--- src/rtl/vinstr_queue.sv ---
// vinstr_queue: decoupling FIFO between the scalar core's vector-dispatch port
// and the vector unit's instruction input. Holds up to DEPTH entries, each a
// {fence, payload} pair. A fence at the head blocks younger instructions until
// the vector unit reports idle; the fence itself is never delivered.
//
// Ports:
//   clk, rst           clock, synchronous active-high reset
//   push_valid_i       scalar core offers an entry
//   push_data_i [DW]   instruction payload (ignored for fences)
//   push_fence_i       offered entry is a fence marker
//   push_ready_o       queue not full (registered)
//   flush_i            discard all entries on the next edge
//   valid_o            head instruction presented to the vector unit
//   instr_o [DW]       head payload
//   pop_i              vector unit consumes the head
//   vector_idle_i      vector unit idle
//   count_o [CNT_W]    occupied entries, fences included (registered)
//   empty_o            count_o == 0 (registered)
//
// Build option: define VINSTR_QUEUE_BYPASS_EN to present a non-fence push
// straight to the output in the same cycle while the queue is empty.

module vinstr_queue #(
  parameter int unsigned DW    = 128,
  parameter int unsigned DEPTH = 4,
  parameter int unsigned CNT_W = $clog2(DEPTH) + 1
) (
  input  logic             clk,
  input  logic             rst,
  input  logic             push_valid_i,
  input  logic [DW-1:0]    push_data_i,
  input  logic             push_fence_i,
  output logic             push_ready_o,
  input  logic             flush_i,
  output logic             valid_o,
  output logic [DW-1:0]    instr_o,
  input  logic             pop_i,
  input  logic             vector_idle_i,
  output logic [CNT_W-1:0] count_o,
  output logic             empty_o
);

  localparam int unsigned PW = $clog2(DEPTH);
  localparam logic [CNT_W-1:0] FullCnt = CNT_W'(DEPTH);

  typedef enum logic [0:0] {StWaitArm, StWaitIdle} state_e;

  logic [DW-1:0]    mem_q [DEPTH];
  logic [DEPTH-1:0] fence_q;
  logic [PW-1:0]    wr_ptr_q, wr_ptr_d, rd_ptr_q, rd_ptr_d;
  logic [CNT_W-1:0] count_q, count_d;
  logic             ready_q, empty_q;
  logic [DW-1:0]    instr_q;
  state_e           state_q, state_d;

  logic head_valid, head_fence, bypass, do_push, do_pop, drop, remove;

  assign head_fence = !empty_q && fence_q[rd_ptr_q];
  assign head_valid = !empty_q && !fence_q[rd_ptr_q];

`ifdef VINSTR_QUEUE_BYPASS_EN
  assign bypass = empty_q && !flush_i && push_valid_i && !push_fence_i;
`else
  assign bypass = 1'b0;
`endif

  always_comb begin
    state_d  = state_q;
    drop     = 1'b0;
    // The arm cycle gives a just-popped instruction time to clear vector_idle_i.
    if (head_fence) begin
      case (state_q)
        StWaitArm:  state_d = StWaitIdle;
        StWaitIdle: begin
          if (vector_idle_i) begin
            drop    = 1'b1;
            state_d = StWaitArm;
          end
        end
        default:    state_d = StWaitArm;
      endcase
    end

    do_pop  = pop_i && head_valid;
    // A bypassed entry consumed in the same cycle never enters storage.
    do_push = push_valid_i && ready_q && !flush_i && !(bypass && pop_i);
    remove  = do_pop || drop;

    wr_ptr_d = do_push ? wr_ptr_q + PW'(1) : wr_ptr_q;
    rd_ptr_d = remove  ? rd_ptr_q + PW'(1) : rd_ptr_q;
    case ({do_push, remove})
      2'b10:   count_d = count_q + CNT_W'(1);
      2'b01:   count_d = count_q - CNT_W'(1);
      default: count_d = count_q;
    endcase

    if (flush_i) begin
      wr_ptr_d = '0;
      rd_ptr_d = '0;
      count_d  = '0;
      state_d  = StWaitArm;
    end
  end

  always_ff @(posedge clk) begin
    if (rst) begin
      wr_ptr_q <= '0;
      rd_ptr_q <= '0;
      count_q  <= '0;
      ready_q  <= 1'b1;
      empty_q  <= 1'b1;
      instr_q  <= '0;
      state_q  <= StWaitArm;
    end else begin
      wr_ptr_q <= wr_ptr_d;
      rd_ptr_q <= rd_ptr_d;
      count_q  <= count_d;
      ready_q  <= (count_d != FullCnt);
      empty_q  <= (count_d == '0);
      state_q  <= state_d;
      if (valid_o) begin
        instr_q <= instr_o;
      end
    end
  end

  // Storage needs no reset: occupancy gates every read.
  always_ff @(posedge clk) begin
    if (do_push) begin
      mem_q[wr_ptr_q]   <= push_data_i;
      fence_q[wr_ptr_q] <= push_fence_i;
    end
  end

  assign valid_o      = head_valid || bypass;
  assign instr_o      = bypass ? push_data_i : (head_valid ? mem_q[rd_ptr_q] : instr_q);
  assign push_ready_o = ready_q;
  assign count_o      = count_q;
  assign empty_o      = empty_q;

endmodule

--- config.mk ---
export PLATFORM = sky130hd
export DESIGN_NAME = vinstr_queue
export DESIGN_NICKNAME = d
export VERILOG_FILES = /design/src/rtl/vinstr_queue.sv
export SDC_FILE = /design/constraint.sdc
export NUM_CORES = 1
export LEC_CHECK = 0
export ABC_CLOCK_PERIOD_IN_PS = 6000
export BUFFER_PORTS_ARGS = -buffer_cell sky130_fd_sc_hd__buf_2
export CAP_MARGIN = 20
export CORE_UTILIZATION = 35
export CTS_BUF_LIST = sky130_fd_sc_hd__clkbuf_8
export CTS_CLUSTER_SIZE = 24
export DETAILED_ROUTE_END_ITERATION = 16
export PLACE_DENSITY = 0.57
export SYNTH_ARGS = -nofsm -noshare
export SYNTH_HDL_FRONTEND = slang
export SYNTH_SLANG_ARGS = --single-unit
--- constraint.sdc ---
create_clock -name clk -period 6 [get_ports clk]
set_input_delay 0.6 -clock clk [delete_from_list [all_inputs] [get_ports clk]]
set_output_delay 0.6 -clock clk [all_outputs]
set_load 0.01 [all_outputs]
==> results.toml <==
[timing]
drv_slew = 0
fin_setup_tns_ns = 0
period_minus_slack_ns = 3.97
tightest_slew_ns = 0.927
clock_skew_ns = 0.0292
fmax_mhz = 252
rsz0062_at_grt = "false"
period_share_pct = 66.2
slew_headroom_pct = 38.2
hold_viol_final = 0
setup_violations = 0
timing.hold.ws_ns = 0.122

[floorplanning]
fp.dieArea_sq_um = 71400
core_area_sq_um = 69100
die_w_um = 267
io_pins = 269
start_util_pct = 35.6
die_y_um = 267
row_count = 96

[finish]
drive_above_1_share_pct = 43.6
fin_util_pct = 42.0
num-nets-final = 1624
postLayoutCellArea_sq_um = 29000
syn_to_final_growth_pct = 17.9
fillers = 6133
layout.cells.non_filler = 2513

[logic_synthesis]
synthesis.area_sq_um = 24600
synth_top_cells_by_count = "edfxtp_1, dfxtp_1, and2_1, mux4_2, mux2_4"
synth-async-reset-ratio_pct = 0
synth_compound_area_share_pct = 0.239
synth_edf_count = 516
ys_seq_area_share_pct = 74.3
synthAdderAreaFrac_pct = 0.335
ys_ff_latch = 656
synth_top_family_by_area = "multiplexers"
synthSimpleGateAreaFrac_pct = 3.78
syn_area_per_cell_sq_um = 21.4
yosysUniqueCellTypes = 29
synth_top_area_share_pct = 62.9
synth_ff_type = "edfxtp_1"
syn_inst = 1148
synthTopCellsByArea = "edfxtp_1, mux4_2, dfxtp_1"
yosysTopAreaCell = "edfxtp_1"
syn-num-nets = 1289
synth.most_common_cell = "edfxtp_1"
ys_warn_count = 0
synth_xor_xnor_area_share_pct = 0.107
synth_mux_area_share_pct = 19.4

[clocking]
cts_tree = "yes"
ctsRootBufferMaster = "clkbuf_8"
cts_setup_buffers = 0
cts_resized = 0
cts_buffer_depth = 3
htree_levels = 3
holdBufCountCts = 0
cts_buffers = 109
cts.sinks = 656
worst_skew_pair.late_latency_ns = 0.68
clk_pin_slew_ns = 0.06

[critical_path]
arrival_ns = 3.37
crit_path_end_kind = "primary output"
critical_path.max_fanout = 69
crit_path_start_kind = "flip-flop"
critPathRequiredTime_ns = 5.40
path_class = "reg -> out"

[global_routing]
grt_overflow = 0
grt_pass1_wl_um = 75600
antenna_found_initial = 21
grt_pass1_vias = 12600
grt_max_degree = 93
grt_usage_pct = 14.2

[detailed_routing]
wire_per_inst_um = 19.9
initialDrtViolationCount = 552
drtAntennaViolNets = 0
wirelength_um = 50100
dr.pass1.iters = 4
avgViaCountPerCell = 4.58
num_vias = 11500
route.detailed.drc = 0

[worst_hold_path]
min_path_type = "in -> reg"

[placement]
place_area_sq_um = 26900
dp_cells = 2303
dp_hpwl_um = 29300
port_buffers = 268
gp_congestion = 0.748

[status]
outcome = "finished clean"

[power_and_ir_drop]
powerDensity_nw_per_um2 = 313
p_leak_uw = 0.0104
peakVddDrop_mv = 0.186

[run]
maxCapViolCount = 0
[layout by cell type (no fill, tap or decap), types with 4 or more instances in the layout]
master    instances
clkbuf_8        122
a21oi_1           7
nor2_1            5
edfxtp_1        516
mux4_2          129
buf_2           268
ha_1              5
and2_1          129
buf_4             7
mux2_4          109
inv_1            52
dfxtp_1         138
and2_4            4
clkinv_1         17
mux2_2           19
clkinv_2         10
buf_12            6
[routing by layer]
layer	share of wire [%]	track usage [%]
met1	43	18.3
met3	7.3	4.94
met5	0.36	0
met4	2.2	5.17
met2	47	22.3
[sequential cells by signal (all words and copies together), names as in the netlist, named ones only]
register,count
count_o,3
empty_o,1
fence_q,4
instr_q,128
mem_q,512
push_ready_o,1
rd_ptr_q,2
state_q,1
wr_ptr_q,2
[cell type report]
cell class / instances / area (sq um) / share of cell area (%)
Antenna cell: 3 / 7.51 / 0.0259
Clock buffer: 122 / 1680 / 5.78
Clock inverter: 85 / 452 / 1.56
Inverter: 5 / 21.3 / 0.0733
Multi-Input combinational cell: 430 / 5880 / 20.3
Sequential cell: 656 / 18300 / 63.1
Tap cell: 931 / 1160 / 4.01
Timing Repair Buffer: 281 / 1510 / 5.22
[kinds of logic (layout without fill, tap and decap cells)]
| group | after synthesis | in the layout |
|---|---|---|
| adders and majority gates | 6 | 6 |
| buffers and inverters | 62 | 493 |
| muxes | 259 | 259 |
| AOI/OAI and AO/OA | 11 | 11 |
| DFF | 656 | 656 |
| other | 0 | 3 |
| and+or+nand+nor | 151 | 151 |
| xor gates and xnor gates | 3 | 3 |
[worst paths after layout]
path | start | endpoint | slack [ns] | depth (start not counted)
hold / removal | push_data_i[24] | mem_q[1][24]$_DFFE_PP_ | 0.12 | 1
setup / recovery | rd_ptr_q[0]$_SDFFE_PP0N_ | instr_o[97] | 2.03 | 5
hold reg to reg | wr_ptr_q[1]$_SDFFE_PP0P_ | wr_ptr_q[1]$_SDFFE_PP0P_ | 0.50 | 2
setup reg to reg | rd_ptr_q[0]$_SDFFE_PP0N_ | empty_o$_SDFF_PP1_ | 3.06 | 9
[power breakdown]
part	internal [uW]	switching (uW)
Combinational	153	179
Sequential	4980	17.4
Clock	2000	1760
[critical path, cell delays in order (launching register included)]
cell and delay (ns):
dfxtp_1 0.39, mux4_2 0.59, nor2_4 0.54, buf_12 0.38, mux2_4 0.37, buf_2 0.15
[per-stage QoR]
step           worst slack (ns)  power, uW
6_report                   2.03       9090
5_1_grt                    1.91       9460
4_1_cts                    1.97       9230
3_5_place_dp               2.74       5440
3_3_place_gp               2.78       5420
2_1_floorplan              1.63       5280
Power figures use the tool's default switching activity.
